[src/rtl/fifo_pkg.sv]
// Shared definitions for the parametrised synchronous FIFO.
//   - clog2():        address/count width derivation
//   - is_pow2(), params_legal(): parameter-legality helpers used at elaboration
//   - DEF_DATA_W, DEF_DEPTH: default geometry
package fifo_pkg;

  localparam int unsigned DEF_DATA_W = 8;
  localparam int unsigned DEF_DEPTH  = 16;

  function automatic int unsigned clog2(input int unsigned value);
    int unsigned res;
    res = 0;
    for (int unsigned v = value - 1; v > 0; v = v >> 1) begin
      res++;
    end
    return res;
  endfunction

  function automatic bit is_pow2(input int unsigned value);
    return (value != 0) && ((value & (value - 1)) == 0);
  endfunction

  function automatic bit params_legal(input int unsigned data_w,
                                      input int unsigned depth,
                                      input int unsigned afull_th,
                                      input int unsigned aempty_th);
    return (data_w >= 1) && is_pow2(depth) && (depth >= 4) &&
           (afull_th <= depth) && (aempty_th <= depth);
  endfunction

endpackage

[src/rtl/fifo_ram.sv]
// Simple dual-port DEPTH x DATA_W storage for sync_fifo_param.
// Optional feature macro: FIFO_FWFT_EN (asynchronous read; otherwise registered read).
// Ports:
//   clk      clock
//   rst      synchronous active-high reset, clears only the registered read data
//   wr_en    write strobe, wr_addr/wr_data written on the rising edge
//   rd_en    read strobe (registered mode), loads rd_data from rd_addr
//   rd_data  read data: registered (default) or mem[rd_addr] (FIFO_FWFT_EN)
module fifo_ram
  import fifo_pkg::*;
#(
  parameter int unsigned DATA_W = DEF_DATA_W,
  parameter int unsigned DEPTH  = DEF_DEPTH,
  localparam int unsigned ADDR_W = clog2(DEPTH)
) (
  input  logic              clk,
  input  logic              rst,
  input  logic              wr_en,
  input  logic [ADDR_W-1:0] wr_addr,
  input  logic [DATA_W-1:0] wr_data,
  input  logic              rd_en,
  input  logic [ADDR_W-1:0] rd_addr,
  output logic [DATA_W-1:0] rd_data
);

  // Storage is intentionally not reset.
  logic [DATA_W-1:0] mem [DEPTH];

  always_ff @(posedge clk) begin
    if (wr_en) begin
      mem[wr_addr] <= wr_data;
    end
  end

`ifdef FIFO_FWFT_EN
  assign rd_data = mem[rd_addr];

  // Reset and read strobe have no role with an asynchronous read port.
  logic unused_rd_ctrl;
  assign unused_rd_ctrl = rst | rd_en;
`else
  always_ff @(posedge clk) begin
    if (rst) begin
      rd_data <= '0;
    end else if (rd_en) begin
      rd_data <= mem[rd_addr];
    end
  end
`endif

endmodule

[src/rtl/sync_fifo_param.sv]
// Parametrised single-clock FIFO with programmable almost-full/almost-empty
// thresholds, occupancy count and sticky overflow/underflow flags.
// Optional feature macro: FIFO_FWFT_EN selects first-word-fall-through reads.
// Ports:
//   clk, rst                 clock, synchronous active-high reset
//   wr_en, wr_data           write request / data (ignored while full)
//   rd_en, rd_data           read request / data (ignored while empty)
//   full, empty              count == DEPTH / count == 0
//   almost_full              count >= AFULL_TH
//   almost_empty             count <= AEMPTY_TH
//   count                    occupancy 0..DEPTH
//   overflow, underflow      sticky error flags
//   clr_err                  clears error flags (a coincident new error wins)
module sync_fifo_param
  import fifo_pkg::*;
#(
  parameter int unsigned DATA_W    = DEF_DATA_W,
  parameter int unsigned DEPTH     = DEF_DEPTH,
  parameter int unsigned AFULL_TH  = DEPTH - 2,
  parameter int unsigned AEMPTY_TH = 2,
  localparam int unsigned ADDR_W   = clog2(DEPTH),
  localparam int unsigned CNT_W    = ADDR_W + 1
) (
  input  logic              clk,
  input  logic              rst,
  input  logic              wr_en,
  input  logic [DATA_W-1:0] wr_data,
  input  logic              rd_en,
  output logic [DATA_W-1:0] rd_data,
  output logic              full,
  output logic              empty,
  output logic              almost_full,
  output logic              almost_empty,
  output logic [CNT_W-1:0]  count,
  output logic              overflow,
  output logic              underflow,
  input  logic              clr_err
);

  if (!params_legal(DATA_W, DEPTH, AFULL_TH, AEMPTY_TH)) begin : g_param_check
    $fatal(1, "sync_fifo_param: illegal DATA_W/DEPTH/AFULL_TH/AEMPTY_TH");
  end

  localparam logic [CNT_W-1:0] DepthC  = CNT_W'(DEPTH);
  localparam logic [CNT_W-1:0] AfullC  = CNT_W'(AFULL_TH);
  localparam logic [CNT_W-1:0] AemptyC = CNT_W'(AEMPTY_TH);

  logic [ADDR_W-1:0] wr_ptr_q, rd_ptr_q;
  logic [CNT_W-1:0]  count_q, count_d;
  logic              full_q, empty_q, afull_q, aempty_q;
  logic              overflow_q, overflow_d, underflow_q, underflow_d;
  logic              wr_acc, rd_acc;

  // Acceptance uses registered flags only; a read never frees space for a
  // write in the same cycle.
  assign wr_acc = wr_en & ~full_q;
  assign rd_acc = rd_en & ~empty_q;

  always_comb begin
    count_d = count_q;
    if (wr_acc && !rd_acc) begin
      count_d = count_q + 1'b1;
    end else if (rd_acc && !wr_acc) begin
      count_d = count_q - 1'b1;
    end
  end

  // Set has priority over clear.
  always_comb begin
    overflow_d  = clr_err ? 1'b0 : overflow_q;
    underflow_d = clr_err ? 1'b0 : underflow_q;
    if (wr_en && full_q) begin
      overflow_d = 1'b1;
    end
    if (rd_en && empty_q) begin
      underflow_d = 1'b1;
    end
  end

  // Pointers wrap naturally because DEPTH is a power of two.
  always_ff @(posedge clk) begin
    if (rst) begin
      wr_ptr_q    <= '0;
      rd_ptr_q    <= '0;
      count_q     <= '0;
      full_q      <= 1'b0;
      empty_q     <= 1'b1;
      afull_q     <= 1'b0;
      aempty_q    <= 1'b1;
      overflow_q  <= 1'b0;
      underflow_q <= 1'b0;
    end else begin
      if (wr_acc) begin
        wr_ptr_q <= wr_ptr_q + 1'b1;
      end
      if (rd_acc) begin
        rd_ptr_q <= rd_ptr_q + 1'b1;
      end
      count_q     <= count_d;
      // Flags come from the next count so they never lag count by a cycle.
      full_q      <= (count_d == DepthC);
      empty_q     <= (count_d == '0);
      afull_q     <= (count_d >= AfullC);
      aempty_q    <= (count_d <= AemptyC);
      overflow_q  <= overflow_d;
      underflow_q <= underflow_d;
    end
  end

  fifo_ram #(
    .DATA_W (DATA_W),
    .DEPTH  (DEPTH)
  ) u_ram (
    .clk     (clk),
    .rst     (rst),
    .wr_en   (wr_acc),
    .wr_addr (wr_ptr_q),
    .wr_data (wr_data),
    .rd_en   (rd_acc),
    .rd_addr (rd_ptr_q),
    .rd_data (rd_data)
  );

  assign count        = count_q;
  assign full         = full_q;
  assign empty        = empty_q;
  assign almost_full  = afull_q;
  assign almost_empty = aempty_q;
  assign overflow     = overflow_q;
  assign underflow    = underflow_q;

endmodule
[config.mk]
export PLATFORM = sky130hd
export DESIGN_NAME = sync_fifo_param
export DESIGN_NICKNAME = d
export VERILOG_FILES = /design/src/rtl/fifo_pkg.sv /design/src/rtl/fifo_ram.sv /design/src/rtl/sync_fifo_param.sv
export SDC_FILE = /design/constraint.sdc
export NUM_CORES = 1
export LEC_CHECK = 0
export BUFFER_PORTS_ARGS = -buffer_cell sky130_fd_sc_hd__buf_4
export CAP_MARGIN = 25
export CORE_MARGIN = 10
export CORE_UTILIZATION = 32
export DETAILED_ROUTE_END_ITERATION = 6
export GPL_TIMING_DRIVEN = 0
export PLACE_DENSITY = 0.56
export SYNTH_ARGS = -nofsm -noshare
export SYNTH_HDL_FRONTEND = slang
export SYNTH_SLANG_ARGS = --single-unit
export TNS_END_PERCENT = 5
[constraint.sdc]
create_clock -name clk -period 2.5 [get_ports clk]
set_clock_uncertainty 0.1 [all_clocks]
set_input_delay 0.625 -clock clk [delete_from_list [all_inputs] [get_ports clk]]
set_output_delay 0.625 -clock clk [all_outputs]
set_load 0.1 [all_outputs]
==> metrics.md <==
| Metric | Value |
|---|---|
| Commonest non-fill, non-tap cells in the layout | edfxtp_1 (128), buf_4 (36), nor2_1 (35), mux4_2 (32), dfxtp_1 (26) |
| Clk buf depth | 2 |
| Per-cell routed wire length | 20.2 um |
| Worst setup margin | 163 ps |
| Routed wire length | 13,200 um |
| Root Buffer | clkbuf_16 |
| Clock transition at the registers of the reported paths | 60 ps |
| Switch Pwr | 1.87 mW |
| Worst slew margin | 41.9% |
| Iter 0 DRT Violations | 270 |
| YS warnings | 0 |
| Crit path max fanout | 10 |
| Post-placement cell area | 0.00665 mm^2 |
| Slew @ Worst Pin | 865 ps |
| Gate Count Post-Synth | 356 |
| Seq/Total Area, Yosys | 71.8% |
| Worst setup EP type | register |
| Final Core Density | 38.4% |
| Share of cells above drive strength 1 | 26.8% |
| Reg2reg end | u_ram.mem[1][2]$_DFFE_PP_ |
| Fmax | 428 MHz |
| First-pass DRT Iterations | 4 |
| Arrival @ worst endpoint | 2360 ps |
| Pleak | 2.38 nW |
| WP data required | 2520 ps |
| N_diodes | 0 |
| Synthesized Nets | 376 |
| Slowest stage delay, CP | 700 ps |
| Largest family of logic cells by synthesized area | multiplexers |
| Reg2Reg Depth | 5 |
| Largest net degree at the start of global routing | 17 |
| Pre-CTS WS | -223 ps |
| GRT overflow | 0 |
| Avg Inst Size Synth | 17.2 um^2 |
| DIE WIDTH | 158 um |
| Yosys cell types | 40 |
| Crit-path cells | and2b_4, buf_4, nand2_1, nor3_1, buf_2 |
| Synth top area cells | edfxtp_1 (63%), mux4_2 (12%), dfxtp_1 (8.9%), a22oi_1 (2.2%), nor2_1 (2.2%) |
| Post-synthesis mux area share | 11.8% |
| Most common cell after layout, fill and taps aside | edfxtp_1 |
| Synth Register Bits | 155 |
| Post-synth top area share | 62.9% |
| Crit path launch type | register |
| Combinational share of power | 18.0% |
| P&R area growth vs syn | 18.1% |
| Hold path startpoint | wr_en |
| Simple-gate area share of the yosys netlist | 6.15% |
| Switching fraction of total power | 28.7% |
| Post-synth top area cell | edfxtp_1 |
| Clock Sinks | 155 |
| Crit share post-route | 93.5% |
| Global-route wire length before repair | 20,000 um |
| RSZ-0062 raised after global routing | false |
| Final Cell Area | 0.00721 mm^2 |
| Die Area | 0.0250 mm^2 |
| Pwr Density | 904 mW/mm^2 |
| R2r setup slk | 160 ps |
| Core Region | 0.0188 mm^2 |
| Tot Pwr | 6.52 mW |
| Overall routing resource usage | 10.9% |
| CTS tree | built |
| Crit path kind | reg2reg |
| Hold Crit Depth | 3 |
| Post-synthesis adder-cell area fraction | 1.43% |
| # hold bufs at CTS | 0 |
| Vias in the first global route | 3,434 |
| Final ANT Viol Nets | 0 |
| Part of the power in registers | 45.2% |
| Sum Neg Setup Slack | 0 ps |
| Clock latency reported for the late side of the worst-skew pair | 420 ps |
| Initial core utilization | 32.5% |
| Fin nets | 429 |
| CTS H-tree depth | 4 |
| Detailed placement HPWL | 8880 um |
| Gpl congestion | 0.824 |
| Syn Std Cell Area | 0.00611 mm^2 |
| Compound-Gate Fraction of Synth Area | 5.37% |
| Die height | 158 um |
| Status | finished clean |
| Residual DRC | 0 |
| Hold EP | overflow$_SDFFE_PP0P_ |
| Worst vdd ir | 486 uV |
| DR vias | 3,324 |
| Final setup vio count | 0 |
| Num ports | 32 |
| RR Startpoint | full$_SDFF_PP0_ |
| Max Slew Vio Count | 0 |
| Cell Rows | 50 |
| Fin. Hold Viols | 0 |
| Hold WC Path Type | in2reg |
| Clock buffer count from CTS | 17 |
| Fillers | 1,774 |
| IO Port Bufs | 30 |
| Fin crit period | 2340 ps |
| Clock Power Share | 36.7% |
| Slowest-stage cell, CP | nor3_1 |
| Antenna violations before repair | 0 |
| Via-to-Cell Ratio | 5.07 |
| Max-cap violations | 0 |
| Area share of xor/xnor cells in the synthesized design | 1.29% |
| Pint | 4.65 mW |
[worst max-delay path by stage]
| stage | endpoint | cells after the start | slack [ps] | from |
|---|---|---|---|---|
| 2_1_floorplan | full$_SDFF_PP0_ | 5 | -0.7 | full$_SDFF_PP0_ |
| 4_1_cts | u_ram.rd_data[3]$_SDFFE_PP0P_ | 7 | 70 | rd_ptr_q[1]$_SDFFE_PP0P_ |
| 6_report | u_ram.mem[1][2]$_DFFE_PP_ | 5 | 160 | full$_SDFF_PP0_ |
| 5_1_grt | u_ram.rd_data[7]$_SDFFE_PP0P_ | 7 | 30 | rd_ptr_q[0]$_SDFFE_PP0P_ |
| 3_5_place_dp | u_ram.mem[0][2]$_DFFE_PP_ | 6 | -220 | wr_en |
| 3_3_place_gp | u_ram.mem[3][4]$_DFFE_PP_ | 5 | -340 | wr_en |
[cells in the mapped netlist]
| cell | number |
|---|---|
| o22ai_1 | 1 |
| nand4_1 | 3 |
| a211oi_2 | 1 |
| edfxtp_1 | 128 |
| xor2_1 | 4 |
| and4_1 | 2 |
| buf_1 | 6 |
| o211a_1 | 1 |
| buf_2 | 2 |
| o22a_1 | 1 |
| nand3_1 | 1 |
| a211oi_1 | 2 |
| o221ai_1 | 1 |
| or2_1 | 1 |
| a41o_1 | 2 |
| a21oi_1 | 19 |
| buf_6 | 1 |
| nand2_1 | 14 |
| o31ai_1 | 1 |
| or4_1 | 2 |
| nor4_2 | 1 |
| and2b_4 | 1 |
| buf_4 | 4 |
| nor2b_1 | 2 |
| clkbuf_2 | 2 |
| nor2b_2 | 1 |
| mux4_2 | 32 |
| inv_1 | 8 |
| nor4bb_1 | 1 |
| and2_1 | 1 |
| a22oi_1 | 18 |
| dfxtp_1 | 27 |
| nor3b_1 | 1 |
| nor3_1 | 6 |
| nand2b_1 | 5 |
| xnor2_1 | 5 |
| ha_1 | 7 |
| nor2_1 | 35 |
| o2bb2ai_1 | 1 |
| clkbuf_1 | 5 |
[layer usage]
layer | wire length [um] | track usage [%] | part of all wire [%] | vias up
met2 | 6430 | 17.3 | 49 | 74
li1 | - | - | - | 1503
met5 | 0 | 0 | 0 | -
met1 | 5980 | 14.0 | 45 | 1738
met4 | 102 | 3.00 | 0.77 | 0
met3 | 712 | 3.58 | 5.4 | 9
[cell type report]
class / count / area (um^2) / share of cell area, %
clock buffers: 19 / 433 / 6.00
flip-flops and latches: 155 / 4390 / 60.8
inverters: 8 / 30.0 / 0.416
multi-input cells: 173 / 1600 / 22.1
clock inverters: 13 / 121 / 1.68
plain buffers: 20 / 105 / 1.46
repair buffers: 34 / 250 / 3.47
well taps: 234 / 293 / 4.06
[registers in the layout, summed over array words and instances, names as in the netlist]
register       count
count              5
empty              1
rd_ptr_q           4
almost_full        1
overflow           1
almost_empty       1
u_ram.mem        128
u_ram.rd_data      8
wr_ptr_q           4
underflow          1
full               1
[power by group through the flow]
stage	Sequential (mW)	Clock (mW)	Combinational [mW]
after floorplan	3.36	0	0.517
after global placement	3.00	0	1.16
after detailed placement	3.00	0	1.19
after CTS	2.95	2.43	1.19
after global routing	2.96	2.55	1.26
final	2.95	2.40	1.18
[worst max-delay path: cells and delay by family (launching register included)]
family | cells | cell delay (ps)
and+or+nand+nor | 3 | 1150
buffers and inverters | 2 | 470
DFF | 1 | 330
[through the flow]
stage | instances | hold WS (ps)
after floorplan | 356 | 381
after global placement | 620 | 389
after detailed placement | 624 | 385
after CTS | 656 | 371
after global routing | 656 | 380
final | 656 | 385
[cells by family (layout without fill, tap and decap cells)]
family | after synthesis | after routing
XOR/XNOR | 9 | 9
AND/OR/NAND/NOR | 77 | 77
adder cells (fa/ha/maj) | 7 | 7
AO/OA/AOI/OAI | 48 | 48
multiplexers | 32 | 32
buffers and inverters | 28 | 94
flip-flops | 155 | 155
[timing repair]
action / in CTS / in global routing
setup endpoints to repair: 0 / 7
resized for setup: 0 / 3
buffers inserted: 0 / 0
Power figures use the tool's default switching activity.
